## config.mk

```make
export PLATFORM = sky130hd
export DESIGN_NAME = audio_sample_fifo
export DESIGN_NICKNAME = d
export VERILOG_FILES = /design/src/rtl/audio_sample_fifo.sv
export SDC_FILE = /design/constraint.sdc
export NUM_CORES = 2
export LEC_CHECK = 0
export CORE_MARGIN = 4
export CORE_UTILIZATION = 36
export DETAILED_ROUTE_END_ITERATION = 16
export HOLD_SLACK_MARGIN = 0.12
export SYNTH_ARGS = -nofsm -noshare
export SYNTH_HDL_FRONTEND = slang
export SYNTH_SLANG_ARGS = --single-unit
```

## constraint.sdc

```tcl
create_clock -name i_clk -period 8.5 [get_ports i_clk]
set_input_delay 1.275 -clock i_clk [delete_from_list [all_inputs] [get_ports i_clk]]
set_output_delay 1.275 -clock i_clk [all_outputs]
set_load 0.05 [all_outputs]
```

## src/rtl/audio_sample_fifo.sv

```systemverilog
// Sample FIFO between the CPU IO bus and the HDMI audio port. A phase accumulator
// paces pops at RATE_HZ; an empty FIFO repeats the last sample and flags underrun.
module audio_sample_fifo #(
  parameter int DEPTH_LOG2 = 6,
  parameter int CLK_HZ     = 74250000,
  parameter int RATE_HZ    = 48000
) (
  input  logic                  i_clk,
  input  logic                  i_reset,
  input  logic                  i_enable,
  input  logic                  i_wr,
  input  logic [31:0]           i_wdata,
  input  logic                  i_clr_flags,
  output logic                  o_full,
  output logic [DEPTH_LOG2:0]   o_level,
  output logic                  o_underrun,
  output logic                  o_overflow,
  output logic                  o_audio_w,
  output logic [31:0]           o_audio
);

  localparam int unsigned Depth = 1 << DEPTH_LOG2;
  localparam logic [31:0] IncPos = 32'(RATE_HZ);
  localparam logic [31:0] IncNeg = 32'(RATE_HZ - CLK_HZ);
  localparam logic [DEPTH_LOG2:0] LvlFull = {1'b1, {DEPTH_LOG2{1'b0}}};
  localparam logic [DEPTH_LOG2:0] LvlOne  = {{DEPTH_LOG2{1'b0}}, 1'b1};
  localparam logic [DEPTH_LOG2-1:0] PtrOne = {{(DEPTH_LOG2-1){1'b0}}, 1'b1};

  logic [31:0]           r_mem [Depth];
  logic [31:0]           r_d;
  logic [DEPTH_LOG2-1:0] r_wr_ptr;
  logic [DEPTH_LOG2-1:0] r_rd_ptr;
  logic [DEPTH_LOG2:0]   r_level;
  logic                  r_full;
  logic                  r_underrun;
  logic                  r_overflow;
  logic                  r_audio_w;
  logic [31:0]           r_audio;

  logic                  w_tick;
  logic                  w_pop_req;
  logic                  w_empty;
  logic                  w_pop;
  logic                  w_push;
  logic [DEPTH_LOG2:0]   w_level_d;

  assign w_tick    = ~r_d[31];
  assign w_pop_req = w_tick & i_enable;
  assign w_empty   = (r_level == '0);
  assign w_pop     = w_pop_req & ~w_empty;
  // Full is judged on the registered state, so a same-cycle pop never frees a slot for a write.
  assign w_push    = i_wr & ~r_full;

  always_comb begin
    w_level_d = r_level;
    if (w_push && !w_pop) begin
      w_level_d = r_level + LvlOne;
    end else if (w_pop && !w_push) begin
      w_level_d = r_level - LvlOne;
    end
  end

  always_ff @(posedge i_clk) begin
    if (w_push) begin
      r_mem[r_wr_ptr] <= i_wdata;
    end
  end

  always_ff @(posedge i_clk) begin
    if (i_reset) begin
      r_d        <= '0;
      r_wr_ptr   <= '0;
      r_rd_ptr   <= '0;
      r_level    <= '0;
      r_full     <= 1'b0;
      r_underrun <= 1'b0;
      r_overflow <= 1'b0;
      r_audio_w  <= 1'b0;
      r_audio    <= '0;
    end else begin
      r_d        <= r_d + (r_d[31] ? IncPos : IncNeg);
      r_level    <= w_level_d;
      r_full     <= (w_level_d == LvlFull);
      r_audio_w  <= w_pop_req;
      r_underrun <= (w_pop_req & w_empty) | (r_underrun & ~i_clr_flags);
      r_overflow <= (i_wr & r_full) | (r_overflow & ~i_clr_flags);
      if (w_push) begin
        r_wr_ptr <= r_wr_ptr + PtrOne;
      end
      if (w_pop) begin
        r_rd_ptr <= r_rd_ptr + PtrOne;
        r_audio  <= r_mem[r_rd_ptr];
      end
    end
  end

  assign o_full     = r_full;
  assign o_level    = r_level;
  assign o_underrun = r_underrun;
  assign o_overflow = r_overflow;
  assign o_audio_w  = r_audio_w;
  assign o_audio    = r_audio;

endmodule

```

==> results.toml <==
[yosys]
synth_cell_types = 69
yosys-top-cells-count = "2048 x edfxtp_1, 431 x mux4_2, 209 x mux2i_1"
synth_edf_count = 2048
yosysTopAreaCellShare_pct = 74.65
syn_area_per_cell_um2 = 20.79
yosys.area.top_type = "edfxtp_1"
synth-seq-cells = 2131
yosysSeqAreaShare_pct = 76.67
synthTopCellsByArea = "edfxtp_1 75%, mux4_2 12%, mux2i_1 2.5%"
syn-num-nets = 4027
syn-instance-count = 3963
synth.yosys.warnings = 0
ys.flop_type = "edfxtp_1"
syn_area_um2 = 82380
async_reset_ff_share_pct = 0
post-synth-top-count-cell = "edfxtp_1"

[drt]
wirelength_mm = 216.4
drc_errors = 0
drt-initial-drc-count = 4948
vias = 40804
drtPass1Iterations = 6
routedWlPerCell_um = 29.33
via_per_inst = 5.532
antenna_left = 0

[final_layout]
fin_nets = 4250
area_growth_pct = 14.16
drive_gt1_share_pct = 23.68
fin_area_um2 = 94040
fin_util_pct = 41.34
fin_cells = 7376

[worst_setup_path]
r2r_slack_ns = 4.00
worstPathMaxFanout = 48
worstSetupStartpointType = "flop"
reg2reg_to = "o_audio[31]"
path_class = "flop to flop"
worstRegToRegCells = 7
arrival_ns = 5.22
r2r_start = "r_rd_ptr[1]"
required_ns = 9.22
cp-end-kind = "flop"

[clock_network]
cts_tree = "yes"
cts_buffers = 212
clk_latency_ns = 0.86
postCtsHoldBufs = 0
root_buffer = "clkbuf_16"
cts-resized-gates = 0
post_cts_buffers = 0
h-tree-depth = 4
cts.reportedPaths.clkPinSlew_ns = 0.06
cts_buffer_depth = 3
cts.sinks = 2131

[power]
p_per_area_nw_per_um2 = 271.9
power.static_leakage_nw = 28.37
vdd_ir_drop_max_mv = 0.2030

[floorplanning]
core_area_um2 = 227500
die_h_um = 486.4
start_util_pct = 36.21
rows = 175
die-area_um2 = 236500
die_w_um = 486.4
io_pins = 80

[hold_path]
hold_path_class = "flop to flop"
holdCritStartpoint = "o_underrun"
hold_end = "o_underrun"
worstHoldPathCells = 2

[placed_design]
port_buffers = 79
dp_cells = 6981
dp_hpwl_mm = 123.4
place_area_um2 = 87250
gp_congestion = 0.8076
dp_slack_ns = 3.678

[global_route]
grt_overflow_total = 0
grt_first_pass_wirelength_mm = 308.0
antenna_found_initial = 24
grt_max_degree = 106
grt_usage_pct = 18.03
grt_pass1_vias = 40331

[timing]
worst_slack_ns = 4.000
tns_ns = 0
slew_headroom_pct = 15.48
setup_viol = 0
hold_viol = 0
clock-skew-final_ns = 0.02900
post-route-period-util_pct = 52.95
fmax_ghz = 0.2222
rsz0062_at_grt = "false"
final_max_slew_viol_count = 0
worst_slew_pin_slew_ns = 1.265
fin_crit_ns = 4.500

[status]
status = "finished clean"

[flow_run]
maxCapViolCount = 0
area by class of cell:
type | instances | area [µm²]
clock inverters | 115 | 1197
fillers | 19568 | 133500
clock buffers | 271 | 5567
diodes | 9 | 22.52
inverters | 12 | 45.04
multi-input cells | 1605 | 18490
well taps | 3009 | 3765
flip-flops and latches | 2131 | 63180
repair buffers | 224 | 1777
placed cells by master (no fill, tap or decap), types with 13 or more instances in the layout:
cell                n
buf_4             140
nor3_1             14
nor2b_1            25
clkbuf_1           55
nor2_4             66
clkbuf_16         212
mux2i_1           209
a211oi_1           23
o21ai_0            24
buf_2              33
a2111oi_1          14
mux4_2            431
nor2_1            130
clkinv_2           34
a221oi_1           38
xor2_1             13
nand2_1           102
nand3_1            63
ha_1               26
mux2_2             51
a21oi_1            48
nand4_1            13
bufinv_16          16
clkinv_1           46
dfxtp_1            78
clkdlybuf4s50_1    46
o22ai_1            68
a211o_1            13
a31oi_1            13
a22oi_1            52
edfxtp_1         2048
where the power goes:
group          internal, mW  leakage, nW  total (mW)  switching [mW]
clock                  5.14         3.29        9.13            3.99
combinational          2.03         5.97        4.54            2.51
sequential             11.7         19.1        11.9           0.242
routing by layer:
metal | global-route usage, % | vias up | part of all wire [%]
met1 | 24.50 | 21933 | 41
met2 | 30.03 | 1536 | 50
li1 | - | 17026 | -
met3 | 3.033 | 297 | 6.6
met4 | 5.156 | 12 | 3.0
met5 | 0 | - | 0.035
per-stage QoR:
stage	power (mW)	hold WS (ns)
4_1_cts	25.81	0.5291
3_3_place_gp	16.71	0.4681
3_5_place_dp	16.73	0.5117
5_1_grt	26.54	0.5696
2_1_floorplan	15.42	0.4988
6_report	25.57	0.5211
worst max-delay path, stage by stage, from the launching register on:
cell	delay [ns]
dfxtp_4	0.79
buf_4	0.70
buf_4	0.70
mux2i_1	0.56
nor2_1	0.14
o41ai_1	0.87
a31oi_1	0.23
a211o_1	0.28
kinds of logic after synthesis:
group                      synth area share (%)
and+or+nand+nor                           2.764
adders and majority gates                0.4313
xor gates and xnor gates                 0.2658
buffers and inverters                     1.525
DFF                                       76.67
AOI/OAI and AO/OA                         3.196
muxes                                     15.15
registers in the layout, summed over array words and instances (netlist names):
signal	flops
o_audio	32
r_rd_ptr	6
r_mem	2048
o_level	7
r_d	28
o_underrun	1
o_audio_w	1
r_wr_ptr	6
o_full	1
o_overflow	1
how the worst max path moves through the flow:
stage | from | end | slack [ns] | cells past startpoint
4_1_cts | r_rd_ptr[1] | o_audio[31] | 3.88 | 7
3_5_place_dp | i_enable | o_audio[16] | 3.68 | 8
3_3_place_gp | i_enable | o_audio[16] | 3.74 | 8
5_1_grt | r_rd_ptr[0] | o_audio[4] | 3.71 | 9
6_report | r_rd_ptr[1] | o_audio[31] | 4.00 | 7
2_1_floorplan | i_wr | r_mem[31][0] | 4.52 | 4
Power figures use the tool's default switching activity.
